File: src/rtl/core_memory_arbiter_pkg.sv
// Shared types and constants for the core memory arbiter: FSM state encoding,
// bus widths and the read value returned on a timed-out access.
package core_memory_arbiter_pkg;

    localparam int ADDR_WIDTH = 32;
    localparam int DATA_WIDTH = 32;

    localparam logic [DATA_WIDTH-1:0] MEM_ERROR_DATA = 32'hFFFF_FFFF;

    typedef enum logic [2:0] {
        ARB_IDLE,
        ARB_INSTR_ACTIVE,
        ARB_DATA_ACTIVE,
        ARB_INSTR_DONE,
        ARB_DATA_DONE
    } arb_state_t;

endpackage

File: src/rtl/core_memory_arbiter_timeout.sv
// Bus watchdog: counts unacknowledged active cycles and flags expiry on the
// last allowed cycle so the arbiter can force an error completion.
module memory_timeout_counter #(
    parameter int TIMEOUT_CYCLES = 255
) (
    input  logic clk,
    input  logic rst,
    input  logic clear,
    input  logic enable,
    output logic expired
);

    logic [15:0] count_reg;

    always_ff @(posedge clk) begin
        if (rst || clear) begin
            count_reg <= '0;
        end else if (enable) begin
            count_reg <= count_reg + 16'd1;
        end
    end

    // Expiry is seen during the N-th active cycle, giving exactly N cycles of wait.
    assign expired = (count_reg == 16'(TIMEOUT_CYCLES - 1));

endmodule

File: src/rtl/core_memory_arbiter.sv
// Round-robin arbiter sharing one external memory port between instruction
// fetch and data load/store, with a watchdog that forces error completion.
module core_memory_arbiter
    import core_memory_arbiter_pkg::*;
#(
    parameter int TIMEOUT_CYCLES = 255
) (
    input  logic                  clk,
    input  logic                  rst,
    input  logic                  instr_request,
    input  logic [ADDR_WIDTH-1:0] instr_address,
    output logic [DATA_WIDTH-1:0] instr_readData,
    output logic                  instr_busy,
    output logic                  instr_error,
    input  logic                  data_request,
    input  logic                  data_writeEnable,
    input  logic [3:0]            data_byteSelect,
    input  logic [ADDR_WIDTH-1:0] data_address,
    input  logic [DATA_WIDTH-1:0] data_writeData,
    output logic [DATA_WIDTH-1:0] data_readData,
    output logic                  data_busy,
    output logic                  data_error,
    output logic                  mem_cycle,
    output logic                  mem_writeEnable,
    output logic [3:0]            mem_byteSelect,
    output logic [ADDR_WIDTH-1:0] mem_address,
    output logic [DATA_WIDTH-1:0] mem_writeData,
    input  logic [DATA_WIDTH-1:0] mem_readData,
    input  logic                  mem_ack
);

    arb_state_t            state_reg, state_next;
    logic                  last_grant_data_reg, last_grant_data_next;
    logic [ADDR_WIDTH-1:0] addr_reg, addr_next;
    logic                  we_reg, we_next;
    logic [3:0]            bs_reg, bs_next;
    logic [DATA_WIDTH-1:0] wd_reg, wd_next;
    logic [DATA_WIDTH-1:0] instr_rd_reg, instr_rd_next;
    logic [DATA_WIDTH-1:0] data_rd_reg, data_rd_next;
    logic                  instr_err_reg, instr_err_next;
    logic                  data_err_reg, data_err_next;

    logic active;
    logic expired;

    assign active = (state_reg == ARB_INSTR_ACTIVE) || (state_reg == ARB_DATA_ACTIVE);

    memory_timeout_counter #(
        .TIMEOUT_CYCLES(TIMEOUT_CYCLES)
    ) u_timeout (
        .clk    (clk),
        .rst    (rst),
        .clear  (state_reg == ARB_IDLE),
        .enable (active && !mem_ack),
        .expired(expired)
    );

    always_ff @(posedge clk) begin
        if (rst) begin
            state_reg           <= ARB_IDLE;
            last_grant_data_reg <= 1'b0;
            addr_reg            <= '0;
            we_reg              <= 1'b0;
            bs_reg              <= '0;
            wd_reg              <= '0;
            instr_rd_reg        <= '0;
            data_rd_reg         <= '0;
            instr_err_reg       <= 1'b0;
            data_err_reg        <= 1'b0;
        end else begin
            state_reg           <= state_next;
            last_grant_data_reg <= last_grant_data_next;
            addr_reg            <= addr_next;
            we_reg              <= we_next;
            bs_reg              <= bs_next;
            wd_reg              <= wd_next;
            instr_rd_reg        <= instr_rd_next;
            data_rd_reg         <= data_rd_next;
            instr_err_reg       <= instr_err_next;
            data_err_reg        <= data_err_next;
        end
    end

    always_comb begin
        state_next           = state_reg;
        last_grant_data_next = last_grant_data_reg;
        addr_next            = addr_reg;
        we_next              = we_reg;
        bs_next              = bs_reg;
        wd_next              = wd_reg;
        instr_rd_next        = instr_rd_reg;
        data_rd_next         = data_rd_reg;
        instr_err_next       = 1'b0;
        data_err_next        = 1'b0;

        case (state_reg)
            ARB_IDLE: begin
                // Data wins when alone or when instruction fetch was granted last.
                if (data_request && (!instr_request || !last_grant_data_reg)) begin
                    state_next           = ARB_DATA_ACTIVE;
                    last_grant_data_next = 1'b1;
                    addr_next            = data_address;
                    we_next              = data_writeEnable;
                    bs_next              = data_byteSelect;
                    wd_next              = data_writeData;
                end else if (instr_request) begin
                    state_next           = ARB_INSTR_ACTIVE;
                    last_grant_data_next = 1'b0;
                    addr_next            = instr_address;
                    we_next              = 1'b0;
                    bs_next              = 4'hF;
                    wd_next              = '0;
                end
            end
            ARB_INSTR_ACTIVE: begin
                // A requester that has withdrawn gets neither data nor an error.
                if (mem_ack) begin
                    state_next = ARB_INSTR_DONE;
                    if (instr_request) instr_rd_next = mem_readData;
                end else if (expired) begin
                    state_next = ARB_INSTR_DONE;
                    if (instr_request) begin
                        instr_rd_next  = MEM_ERROR_DATA;
                        instr_err_next = 1'b1;
                    end
                end
            end
            ARB_DATA_ACTIVE: begin
                if (mem_ack) begin
                    state_next = ARB_DATA_DONE;
                    if (data_request) data_rd_next = mem_readData;
                end else if (expired) begin
                    state_next = ARB_DATA_DONE;
                    if (data_request) begin
                        data_rd_next  = MEM_ERROR_DATA;
                        data_err_next = 1'b1;
                    end
                end
            end
            ARB_INSTR_DONE: state_next = ARB_IDLE;
            ARB_DATA_DONE:  state_next = ARB_IDLE;
            default:        state_next = ARB_IDLE;
        endcase
    end

    assign mem_cycle       = active;
    assign mem_writeEnable = we_reg;
    assign mem_byteSelect  = bs_reg;
    assign mem_address     = addr_reg;
    assign mem_writeData   = wd_reg;

    assign instr_readData = instr_rd_reg;
    assign data_readData  = data_rd_reg;
    assign instr_error    = instr_err_reg;
    assign data_error     = data_err_reg;

    assign instr_busy = instr_request && (state_reg != ARB_INSTR_DONE);
    assign data_busy  = data_request  && (state_reg != ARB_DATA_DONE);

endmodule

File: config.mk
export PLATFORM = sky130hd
export DESIGN_NAME = core_memory_arbiter
export DESIGN_NICKNAME = d
export VERILOG_FILES = /design/src/rtl/core_memory_arbiter_pkg.sv /design/src/rtl/core_memory_arbiter_timeout.sv /design/src/rtl/core_memory_arbiter.sv
export SDC_FILE = /design/constraint.sdc
export NUM_CORES = 1
export LEC_CHECK = 0
export BUFFER_PORTS_ARGS = -buffer_cell sky130_fd_sc_hd__buf_4
export CAP_MARGIN = 10
export CORE_MARGIN = 4
export CORE_UTILIZATION = 51
export DETAILED_ROUTE_END_ITERATION = 8
export PLACE_DENSITY = 0.89
export SLEW_MARGIN = 20
export SYNTH_ARGS = -nofsm -noshare
export SYNTH_HDL_FRONTEND = slang
export SYNTH_HIERARCHICAL = 1
export SYNTH_SLANG_ARGS = --single-unit
File: constraint.sdc
create_clock -name clk -period 3.55 [get_ports clk]
set_input_delay 0.71 -clock clk [delete_from_list [all_inputs] [get_ports clk]]
set_output_delay 0.71 -clock clk [all_outputs]
set_load 0.03 [all_outputs]
======== Word level (Yosys, flattened, before mapping) ========
Cells that the tools add are included.
word-level totals
  register bits ........................... 155
  output and inout port bits .............. 138
  input bits .............................. 138
cells by class
  reduce and logical (&&, ||, !) cells .... 19
  equality and inequality tests ........... 12
  multiplexer cells ....................... 26
  bitwise gates (word level) .............. 3
  add/sub/neg operators ................... 1
operators with widths
  operator                                                                 count
  32-bit 2-to-1 mux                                                        12
  3-bit 2-to-1 mux                                                         6
  16-bit by 1-bit adder with 16-bit output, second input constant          1
  16-bit by 8-bit equality test with 1-bit output, second input constant   1
  3-bit inequality test, second input constant                             4
  3-bit one-hot mux with 3 select lines                                    1
  4-bit 2-to-1 mux                                                         2
  2-bit inequality test, second input constant                             4
  4-bit AND reduction                                                      2
  4-bit OR reduction                                                       2
  1-bit 2-to-1 mux                                                         5
  1-bit logical AND                                                        4
  2-bit nonzero test                                                       2
  3-bit by 1-bit equality test with 1-bit output, second input constant    1
  3-bit by 2-bit equality test with 1-bit output, second input constant    1
  1-bit logical NOT                                                        3
  3-bit logical NOT                                                        1
  1-bit logical OR                                                         3
  3-bit by 2-bit inequality test with 1-bit output, second input constant  1
  1-bit NOT                                                                3
  3-bit AND reduction                                                      1
  2-bit AND reduction                                                      1

======== Logic depth before layout (Yosys ltp) ========
  depth in word-level cells ............... 5
  depth in mapped cells ................... 10
  mapped depth without buffers ............ 8

======== Cells and area by module ========
Netlist, hierarchy kept.
by module, submodules not included
  module                  sequential area each (µm²)  area an instance (µm²)  cells each  times used
  core_memory_arbiter     2782.7                      5501.5                  507         1
  memory_timeout_counter  320.3                       774.5                   91          1

======== Worst setup path after synthesis ========
Ideal clock, no wire load.
  path kind ............................... register to register
  start point ............................. register state_reg[0]
  end point ............................... register u_timeout.count_reg[15]
  stages on the path, launching flop included .. 11
  path slack .............................. 1.216 ns
  data arrival time ....................... 2.218 ns
  path buffers ............................ 3
  cell sequence ........................... dfxtp_1 -> buf_2 -> xor2_1 -> nor2b_1 -> nor2b_1 -> buf_2 -> and3_1 -> and2_1 -> buf_4 -> a31oi_1 -> a41o_1
between the ends
  cells in the longest elaborated chain, start to end .. 3
ends and longest elaborated chain
  what                                                                                                                     RTL line                           source
  from (decl)                                                                                                              core_memory_arbiter.sv:32          arb_state_t state_reg, state_next;
  from (signal assigned)                                                                                                   core_memory_arbiter.sv:71          state_reg <= state_next;
  3-bit by 1-bit equality test with 1-bit output / 3-bit by 2-bit equality test with 1-bit output (equally long branches)  core_memory_arbiter.sv:46          assign active = (state_reg == ARB_INSTR_ACTIVE) || (state_reg == ARB_DATA_ACTIVE);
  1-bit logical OR *                                                                                                       core_memory_arbiter.sv:46
  net mem_cycle                                                                                                            core_memory_arbiter.sv:23          output logic mem_cycle,
  1-bit logical AND *                                                                                                      core_memory_arbiter.sv:54          .enable (active && !mem_ack),
  to (signal assigned)                                                                                                     core_memory_arbiter_timeout.sv:19  count_reg <= count_reg + 16'd1;
  to (decl)                                                                                                                core_memory_arbiter_timeout.sv:13  logic [15:0] count_reg;
Mark *: on every way through the listed nets, which the timed path passes. The rest lies on a longest branch.
A chain may end at the register's enable or synchronous reset.

======== Worst setup path after layout ========
  start point ............................. register state_reg[0]
  end point ............................... register addr_reg[0], in the netlist mem_address[0]
between the ends
  cells in the longest elaborated chain, start to end .. 2
ends and longest elaborated chain
  what                           RTL line                   source
  3-bit logical NOT              core_memory_arbiter.sv:96  case (state_reg)
  2-bit AND reduction (no line)  --
  to (signal assigned)           core_memory_arbiter.sv:73  addr_reg <= addr_next;
  to (decl)                      core_memory_arbiter.sv:34  logic [ADDR_WIDTH-1:0] addr_reg, addr_next;
No other way between the ends.

==> results.sh <==
export IMPL_synthCells=598
export IMPL_period_share=0.755
export IMPL_postCtsSetupBuffers=0
export IMPL_cts_root_buffer="clkbuf_16"
export IMPL_grt_ovfl_total=0
export IMPL_die_y_microns=119
export IMPL_grt_max_degree=69
export IMPL_fp_dieW_microns=119
export IMPL_relSlewSlack=0.341
export IMPL_status="finished clean"
export IMPL_min_delay_path_class="reg2reg"
export IMPL_dp_cells=965
export IMPL_final_cell_mix="287 x buf_4, 155 x dfxtp_1, 68 x o221a_2"
export IMPL_skew_ns=0.00629
export IMPL_stdcell_count=997
export IMPL_power_leakage_nw=3.78
export IMPL_crit_path_end_kind="flip-flop"
export IMPL_worstHoldStart="mem_address[24]"
export IMPL_yosysUniqueCellTypes=44
export IMPL_cts_buffer_depth=2
export IMPL_fin_crit_ns=2.68
export IMPL_core_area_sq_mm=0.0120
export IMPL_die_area_sq_mm=0.0141
export IMPL_r2r_end="mem_address[0]"
export IMPL_power_density_mw_per_mm2=633
export IMPL_tightest_slew_ns=0.987
export IMPL_worst_path_stages=5
export IMPL_start_util=0.522
export IMPL_layout_nets=977
export IMPL_synthArstFlopShare=0
export IMPL_syn_area_per_cell_sq_um=10.5
export IMPL_gp_congestion=0.845
export IMPL_ys_ff_latch=155
export IMPL_grtUsageMet1=0.301
export IMPL_cp_max_fo=36
export IMPL_cts_tree="yes"
export IMPL_layout_commonest_cell="buf_4"
export IMPL_crit_type="reg2reg"
export IMPL_cpMaxStageDelayCell="or3_2"
export IMPL_busiest_layer="met2"
export IMPL_drt_wl_total_microns=19700
export IMPL_antenna_found_initial=0
export IMPL_cp_buffers_inverters=2
export IMPL_drt_vias_per_instance=6.06
export IMPL_tns_ns=0
export IMPL_ir_worst_vdd_mv=0.361
export IMPL_grtUsageTotal=0.271
export IMPL_cts_repair_resized=0
export IMPL_yosysSeqAreaShare=0.494
export IMPL_synth_area_leaders="dfxtp_1 49%, o221a_2 12%, a221oi_2 7.2%"
export IMPL_maxCapViolCount=0
export IMPL_worstSkewPairLatency_ns=0.42
export IMPL_r2r_cells=5
export IMPL_dr_pass1_iters=5
export IMPL_yosys_warnings=6
export IMPL_cts_buffers=17
export IMPL_grt_pass1_wl_microns=31000
export IMPL_max_stage_delay_ns=0.59
export IMPL_drt_iter0_markers=520
export IMPL_ios=276
export IMPL_row_count=40
export IMPL_finalHoldViolCount=0
export IMPL_synth_top_area_cell="dfxtp_1"
export IMPL_setup_viol=0
export IMPL_ys_flop_type="dfxtp_1"
export IMPL_grtUsageMet3=0.0845
export IMPL_drive_gt1_frac=0.509
export IMPL_drv_slew=0
export IMPL_vias=6041
export IMPL_io_buffers=275
export IMPL_cts_clk_slew_worst_paths_ns=0.06
export IMPL_syn2layout_area_growth_pct=41.6
export IMPL_rrSetupSlack_ns=0.87
export IMPL_wl_per_cell_microns=19.8
export IMPL_grt_pass1_vias=5965
export IMPL_path_cells="or3_2 -> clkinv_4 -> o21ai_4 -> buf_4 -> a221oi_1"
export IMPL_whs_path_depth=2
export IMPL_hpwlAfterDp_microns=13900
export IMPL_yosysTopAreaCellShare=0.494
export IMPL_r2r_start="state_reg[0]"
export IMPL_route_detailed_drc=0
export IMPL_max_freq_ghz=0.373
export IMPL_antenna_cells=0
export IMPL_crit_family="buffers and inverters"
export IMPL_antenna_left=0
export IMPL_cp_start_kind="flip-flop"
export IMPL_cp_required_ns=3.81
export IMPL_final_core_util=0.740
export IMPL_clock_sinks=155
export IMPL_hold_path_end="mem_address[24]"
export IMPL_cts_hold_buf=0
export IMPL_syn_num_nets=738
export IMPL_htreeDepth=4
export IMPL_synth_edff_count=0
export IMPL_syn_cell_area_sq_mm=0.00628
export IMPL_gr_usage_met2=0.479
export IMPL_cp_arrival_ns=2.94
export IMPL_rsz0062_at_grt="false"
==> tightest hold or removal path, delay by kind of cell, from the launching register on <==
| kind | cells | cell delay (ns) |
|---|---|---|
| AO/OA/AOI/OAI | 1 | 0.05 |
| buffers and inverters | 1 | 0.06 |
| flip-flops | 1 | 0.31 |
==> kinds of logic (layout without fill, tap and decap cells) <==
kind of cell | count (synthesis) | in the layout | share of synthesized area
flops | 155 | 155 | 0.494
compound gates | 216 | 216 | 0.316
fa+ha+maj | 2 | 2 | 0.00399
buf+inv | 104 | 356 | 0.0716
mux | 1 | 1 | 0.00179
simple gates | 108 | 108 | 0.0951
xor+xnor | 12 | 12 | 0.0167
==> how the worst max path moves through the flow <==
stage	start	slack (ns)	endpoint
after CTS	state_reg[0]	0.33	mem_address[0]
final	state_reg[0]	0.87	mem_address[0]
after global routing	state_reg[0]	0.65	mem_address[0]
after global placement	state_reg[0]	0.55	mem_address[0]
after detailed placement	state_reg[0]	0.36	mem_address[0]
after floorplan	state_reg[0]	1.22	u_timeout/count_reg[15]
==> report_power, final <==
part	switching (mW)	internal, mW
clock	0.715	0.986
combinational	1.14	0.673
sequential	0.146	1.96
total	2.00	3.62
==> Yosys cell counts (2+ instances only) <==
cell type / instances
nor4_1: 3
a41o_1: 3
xnor2_1: 5
nor3_1: 2
clkbuf_1: 51
o221a_2: 68
and3_1: 2
nor2_1: 30
buf_6: 5
a21oi_1: 37
nor2b_1: 6
a221oi_1: 3
nand3_1: 3
or3_1: 2
o21ai_0: 34
a221oi_2: 30
buf_2: 10
dfxtp_1: 155
xor2_1: 7
nand2_1: 9
ha_1: 2
nor4b_1: 2
o32ai_1: 32
nand4_1: 40
a31oi_1: 3
inv_1: 35
nand4bb_1: 2
==> layout make-up <==
class                      count  area (sq um)
sequential                   155          3100
inverter                      37           144
fill                         843          3120
multi-input combinational    339          2750
clock buffer                  19           443
timing repair buffer         287          2150
tap                          147           184
clock inverter                13           116
==> through the flow <==
step | hold WS, ns | area (sq um) | total power [mW] | worst slack, ns
2_1_floorplan | 0.481 | 6280 | 3.32 | 1.22
3_3_place_gp | 0.451 | 8320 | 3.88 | 0.554
3_5_place_dp | 0.452 | 8320 | 3.95 | 0.364
4_1_cts | 0.460 | 8880 | 5.65 | 0.335
5_1_grt | 0.468 | 8890 | 5.87 | 0.651
6_report | 0.459 | 8890 | 5.63 | 0.870
==> metal layers <==
metal  vias up  share of wire
met5         -              0
met4         0          0.023
met3        35          0.090
met2       316           0.52
met1      2870           0.37
li1       2820              -
Power figures use the tool's default switching activity.
